$ cat config.mk
export PLATFORM = sky130hd
export DESIGN_NAME = key_frame_serializer
export DESIGN_NICKNAME = d
export VERILOG_FILES = /design/src/rtl/key_frame_serializer.sv
export SDC_FILE = /design/constraint.sdc
export NUM_CORES = 1
export LEC_CHECK = 0
export CAP_MARGIN = 20
export CORE_UTILIZATION = 45
export CTS_CLUSTER_SIZE = 16
export DETAILED_ROUTE_END_ITERATION = 10
export PLACE_DENSITY_LB_ADDON = 0.08
export SYNTH_ARGS = -nofsm -noshare
export SYNTH_HDL_FRONTEND = slang
export SYNTH_SLANG_ARGS = --single-unit
export TNS_END_PERCENT = 30
$ cat constraint.sdc
create_clock -name Clk -period 1.85 [get_ports Clk]
set_input_delay 0.2775 -clock Clk [delete_from_list [all_inputs] [get_ports Clk]]
set_output_delay 0.2775 -clock Clk [all_outputs]
set_load 0.01 [all_outputs]
$ cat src/rtl/key_frame_serializer.sv
// Purpose: turns parallel key words into an MSB-first InputKey bit stream framed by ValidCmd.
// Latency: the first bit is registered on the accepting edge. Queued words follow after exactly GAP idle cycles.
// Backpressure: Ready drops while the one-word hold is occupied. A KeyLoad seen with Ready low pulses Overrun and the word is dropped.
module key_frame_serializer #(
  parameter int WIDTH = 8,
  parameter int GAP   = 2
) (
  input  logic             Clk,
  input  logic             Reset,
  input  logic [WIDTH-1:0] KeyData,
  input  logic             KeyLoad,
  output logic             Ready,
  output logic             InputKey,
  output logic             ValidCmd,
  output logic             Done,
  output logic             Overrun
);

  localparam int CW = (WIDTH > 1) ? $clog2(WIDTH) : 1;
  localparam int GW = (GAP > 1) ? $clog2(GAP) : 1;

  typedef enum logic [1:0] {S_IDLE, S_SHIFT, S_GAP} state_t;

  state_t           state, state_nxt;
  logic [WIDTH-1:0] shreg, shreg_nxt;
  logic [CW-1:0]    bit_cnt, bit_cnt_nxt;
  logic [GW-1:0]    gap_cnt, gap_cnt_nxt;
  logic [WIDTH-1:0] hold, hold_nxt;
  logic             hold_full, hold_full_nxt;
  logic             key_nxt, valid_nxt, done_nxt, overrun_nxt;
  logic             accept, last_bit, last_gap;

  assign Ready    = ~hold_full;
  assign accept   = KeyLoad & ~hold_full;
  assign last_bit = (bit_cnt == CW'(WIDTH - 1));
  assign last_gap = (gap_cnt == GW'(GAP - 1));

  // State, datapath and registered outputs
  always_ff @(posedge Clk or posedge Reset) begin
    if (Reset) begin
      state     <= S_IDLE;
      shreg     <= '0;
      bit_cnt   <= '0;
      gap_cnt   <= '0;
      hold      <= '0;
      hold_full <= 1'b0;
      InputKey  <= 1'b0;
      ValidCmd  <= 1'b0;
      Done      <= 1'b0;
      Overrun   <= 1'b0;
    end else begin
      state     <= state_nxt;
      shreg     <= shreg_nxt;
      bit_cnt   <= bit_cnt_nxt;
      gap_cnt   <= gap_cnt_nxt;
      hold      <= hold_nxt;
      hold_full <= hold_full_nxt;
      InputKey  <= key_nxt;
      ValidCmd  <= valid_nxt;
      Done      <= done_nxt;
      Overrun   <= overrun_nxt;
    end
  end

  // Next-state: frame sequencing, hold buffer fill and drain
  always_comb begin
    state_nxt     = state;
    shreg_nxt     = shreg;
    bit_cnt_nxt   = bit_cnt;
    gap_cnt_nxt   = gap_cnt;
    hold_nxt      = hold;
    hold_full_nxt = hold_full;
    // Outside IDLE a new word always parks in the hold. IDLE bypasses it.
    if (accept && (state != S_IDLE)) begin
      hold_nxt      = KeyData;
      hold_full_nxt = 1'b1;
    end
    case (state)
      S_IDLE: begin
        // A word left in the hold by a final-gap-edge load starts exactly like a fresh load.
        if (hold_full) begin
          shreg_nxt     = hold;
          hold_full_nxt = 1'b0;
          bit_cnt_nxt   = '0;
          state_nxt     = S_SHIFT;
        end else if (KeyLoad) begin
          shreg_nxt   = KeyData;
          bit_cnt_nxt = '0;
          state_nxt   = S_SHIFT;
        end
      end
      S_SHIFT: begin
        shreg_nxt   = {shreg[WIDTH-2:0], 1'b0};
        bit_cnt_nxt = bit_cnt + 1'b1;
        if (last_bit) begin
          gap_cnt_nxt = '0;
          state_nxt   = S_GAP;
        end
      end
      S_GAP: begin
        gap_cnt_nxt = gap_cnt + 1'b1;
        if (last_gap) begin
          // hold_full is the pre-edge value: a load landing on this edge waits one IDLE cycle.
          if (hold_full) begin
            shreg_nxt     = hold;
            hold_full_nxt = 1'b0;
            bit_cnt_nxt   = '0;
            state_nxt     = S_SHIFT;
          end else begin
            state_nxt = S_IDLE;
          end
        end
      end
      default: state_nxt = S_IDLE;
    endcase
  end

  // Output values for the coming cycle, derived from the next state
  always_comb begin
    valid_nxt   = (state_nxt == S_SHIFT);
    key_nxt     = valid_nxt & shreg_nxt[WIDTH-1];
    done_nxt    = (state == S_SHIFT) & last_bit;
    overrun_nxt = KeyLoad & hold_full;
  end

endmodule

Yosys cells after proc, flatten, opt, wreduce, memory -nomap -nowiden
Cells that the tools add are included.
{ "totals": {"inputBits": 11, "word_cells": 55, "reg_bits": 27, "out_inout_bits": 5} }
{ "op_classes": {"n_eq_ne": 8, "n_mux": 22, "reduce_logical": 7, "n_addsub": 2, "n_bitwise": 5} }
{ "ops": {"columns": ["cell", "n"], "rows": [
  ["$mux W8", 4],
  ["$pmux W8 S3", 1],
  ["$mux W3", 4],
  ["$pmux W3 S3", 1],
  ["$mux W2", 4],
  ["$ne A2 B2 Y1 const B", 3],
  ["$pmux W2 S3", 1],
  ["$mux W1", 5],
  ["$and A1 B1 Y1", 4],
  ["$eq A2 B1 Y1 const B", 2],
  ["$pmux W1 S2", 2],
  ["$reduce_and A4 Y1", 1],
  ["$reduce_bool A2 Y1", 2],
  ["$add A3 B1 Y3 const B", 1],
  ["$eq A3 B3 Y1 const B", 1],
  ["$ne A3 B3 Y1 const B", 1],
  ["$reduce_bool A3 Y1", 1],
  ["$eq A2 B2 Y1 const B", 1],
  ["$logic_not A2 Y1", 1],
  ["$reduce_and A2 Y1", 1],
  ["$add A1 B1 Y1 const B", 1],
  ["$logic_and A1 B1 Y1", 1],
  ["$not A1 Y1", 1]
]} }

Depth between registers and ports, before layout
{ "logic_depth": {"ltp_word": 7, "depth_mapped": 6, "ltp_nobuf": 5} }

Least setup slack after synthesis
Ideal clock, no wire load.
{ "synth_timing": {"path_type": "register to register", "start": "register hold_full", "end": "register InputKey", "t_arrival_ns": 1.429, "n_path_buf": 1, "slack_ns": 0.302, "setup_ns": 0.119, "stages_incl_launch_ff": 6, "required_time_ns": 1.731, "synth_period_minus_slack_ns": 1.548, "cell_sequence": "dfrtp_1 buf_4 nand2_4 mux2_4 mux4_2 and2_1"} }
{ "synth_via": {"elab_cells_between_ends": 10, "cone_classes": "eq/ne: 1; mux: 8; bitwise: 1"} }
{ "synth_rtl": {"columns": ["item", "line", "source"], "rows": [
  ["start: declaration", "29", "logic hold_full, hold_full_nxt;"],
  ["start signal: assignment", "57", "hold_full <= hold_full_nxt;"],
  ["$mux W8", "104", "if (hold_full) begin"],
  ["$mux W8", "102", "if (last_gap) begin"],
  ["$pmux W8 S3 (*)", "78", "case (state)"],
  ["named net shreg_nxt[7]", "25", "logic [WIDTH-1:0] shreg, shreg_nxt;"],
  ["$and A1 B1 Y1 (*)", "121", "key_nxt = valid_nxt & shreg_nxt[WIDTH-1];"],
  ["named net key_nxt", "30", "logic key_nxt, valid_nxt, done_nxt, overrun_nxt;"],
  ["end signal: assignment", "58", "InputKey <= key_nxt;"],
  ["end: declaration", "13", "output logic InputKey,"]
]} }
Mark *: on every way through the listed nets, which the timed path passes. The rest lies on a longest branch. The select of a mux whose other input is x is not followed.
A chain may end at the register's enable or synchronous reset.

Worst setup path in the final report
Same ends and word-level chain as after synthesis.

==> summary.md <==
| Metric | Value |
|---|---|
| WP buf/inv | 1 |
| Initial DRC count | 18 |
| NumNets Final | 147 |
| Final period util | between 80% and 90% |
| Seq cells post-synth | 27 |
| I/O pin count | 16 |
| Critical-path cell list | buf_4 -> nand2_4 -> mux2_4 -> mux4_2 -> and2_1 |
| Clk Latency, worst-skew pair | 320 ps |
| Seq/Total Area, Yosys | 52.9% |
| Grt total ovfl | 0 |
| Worst slew pin tran | 664 ps |
| Vias/cell | 5.53 |
| Max-slew violations | 0 |
| Critical Path RT | 2080 ps |
| Worst R2R Start | hold_full |
| Mapped cell area | approximately 0.0013 sq mm |
| CTS tree | built |
| Die Area | 0.00305 sq mm |
| Gr usage total | 16.9% |
| Max VDD drop | 0.000981 V |
| Mapped Avg Cell Area | 11.6 sq um |
| Slowest stage delay, CP | roughly 460 ps |
| P_leak | 0.690 nW |
| Clock Power Share | 12.6% |
| Dpl cells | 158 |
| Post-layout min period | roughly 1600 ps |
| CP Capture Type | flop |
| Setup crit start | hold_full |
| Switching share of power | 32.7% |
| Max-cap viol count | 0 |
| Post-Route WL | between 2 and 2.5 mm |
| Setup TNS Final | 0 ps |
| Top post-synthesis cells by area | dfrtp_1 (53%), mux2_1 (7.1%), a221o_1 (5.5%) |
| Critical path class | flop to flop |
| Crit-path max FO | 4 |
| Crit start category | flop |
| Area share of the largest cell type after synthesis | 52.9% |
| Dpl hpwl | 1.63 mm |
| Fmax | approximately 620 MHz |
| CP delay by family, top | multiplexers |
| Most area-hungry cell type in the Yosys netlist | dfrtp_1 |
| I/O Buffers | 15 |
| Worst min path class | input pin to async pin |
| Synth async-reset ratio | 100% |
| Synth-to-layout area growth | 20.4% |
| EDFF count, synth | 0 |
| CTS Root Cell | clkbuf_4 |
| WL/cell | 14.2 um |
| Clk_skew | 9.24 ps |
| CTS buffer count | 3 |
| CTS H-tree depth | 1 |
| Pin count of the biggest net entering global routing | 28 |
| DRT Pass-1 Iters | 4 |
| WHS | 280 ps |
| Post-synth top cells | dfrtp_1 (27), mux2_1 (8), nand2_1 (8), o21ai_1 (8) |
| Core ar. | approximately 0.0026 sq mm |
| DR vias | about 900 |
| Pwr/cell area | 1300 mW/mm^2 |
| DRC violations left | 0 |
| Most frequent cell after synthesis | dfrtp_1 |
| Pwr Total | roughly 0.0020 W |
| Critical path arrival | 1850 ps |
| Seq pwr share | between 40% and 50% |
| Unrepaired setup endpoints after global routing | no |
| R2r setup slk | 230 ps |
| Comb pwr share | 39.7% |
| DRT antenna net count | 0 |
| Sink Count | 27 |
| Final GP Congestion | 0.733 |
| Post-Route Utilization | 59.8% |
| Yosys cell types | 33 |
| Relative slew slack | 55.6% |
| Synthesized instance count | 110 |
| Initial Util | approximately half |
| Placement Rows | 18 |
| CTS clk-pin slew, worst paths | 140 ps |
| CTS hold repair buffers | 0 |
| Slowest CP cell | mux4_2 |
| Clk buf depth | 2 |
| Setup-failing EPs final | 0 |
| Status | finished clean |
| Internal power | about 0.0013 W |
| Main synth FF type | dfrtp_1 |
| Sw power | 0.000653 W |
| Syn_nets | 123 |
| Die width | roughly 55 um |
| Vias in the first global route | 904 |
| Fin. Hold Viols | 0 |
| Non-filler cells, final | 163 |
| Share of layout cells above drive strength 1 | 15.0% |
| Initial antenna violation count | 0 |
| N_diodes | 0 |
| YS warnings | 0 |
| First-pass GRT wire length | 4.06 mm |
| Die Y | around 55 um |
==> cell usage in the layout (no fill, tap or decap), types with 2 or more instances in the layout <==
master           count
o21ai_1              8
mux2_1               8
dfrtp_1             27
nor2_1               6
clkdlybuf4s50_1     14
ha_1                 2
a21oi_1              2
nand2_1              8
and2_1               4
clkbuf_4             3
a221o_1              7
a22o_1               2
a22oi_1              7
inv_1                4
buf_4               12
==> cells by family (layout without fill, tap and decap cells) <==
kind of cell | Yosys count | count (layout) | share of synthesized area (%)
fa+ha+maj | 2 | 2 | 1.96
mux | 12 | 12 | 11.7
simple gates | 25 | 25 | 10.2
buf+inv | 12 | 35 | 4.80
flops | 27 | 27 | 52.9
compound gates | 32 | 32 | 18.4
==> flip-flops by register name, summed over array words and instances, names as in the netlist <==
name	flops
shreg	8
state	2
bit_cnt	3
Overrun	1
InputKey	1
Done	1
ValidCmd	1
hold	8
hold_full	1
gap_cnt	1
==> through the flow <==
stage | cell area (sq um) | setup slack, ps
finish | 1540 | 232
global route | 1540 | 185
CTS | 1530 | 32.9
detailed placement | 1500 | 10.5
global placement | 1500 | 51.6
floorplan | 1280 | 302
==> cell type report <==
class | count | area (sq um)
inverters | 4 | 15.0
flip-flops and latches | 27 | 676
multi-input cells | 71 | 539
clock buffers | 4 | 26.3
well taps | 30 | 37.5
repair buffers | 27 | 243
fillers | 221 | 1030
==> worst reg2reg max path: stages, from the launching register on <==
cell and delay (ps):
dfrtp_1 400, buf_4 150, nand2_4 60, mux2_4 290, mux4_2 460, and2_1 170
==> metal layers <==
layer	track usage, %	wire length [um]	up-vias
li1	-	-	448
met1	21.5	1100	435
met2	29.3	1120	17
met3	5.15	82	2
met4	2.14	10	0
met5	0	0	-
==> power by group through the flow <==
stage | logic, W | registers, W | clock network, W
after global routing | 0.000881 | 0.000986 | 0.000286
after detailed placement | 0.000782 | 0.000975 | 0
final | 0.000794 | 0.000955 | 0.000252
after floorplan | 0.000584 | 0.000936 | 0
after global placement | 0.000754 | 0.000973 | 0
after CTS | 0.000806 | 0.000956 | 0.000265
==> repair_timing <==
item	in CTS	in global routing
endpoints found under the setup margin	1	1
resized for setup	0	1
pin swaps	0	0
setup buffers	1	0
==> worst paths after layout <==
check,end,cells after the start
worst min register to register,shreg[4],1
worst min-delay path,Done,3
max in group asynchronous,hold[7],3
min in group Clk,shreg[4],1
worst max register to register,InputKey,5
worst max-delay path,InputKey,5
(Power assumes the default switching activity.)
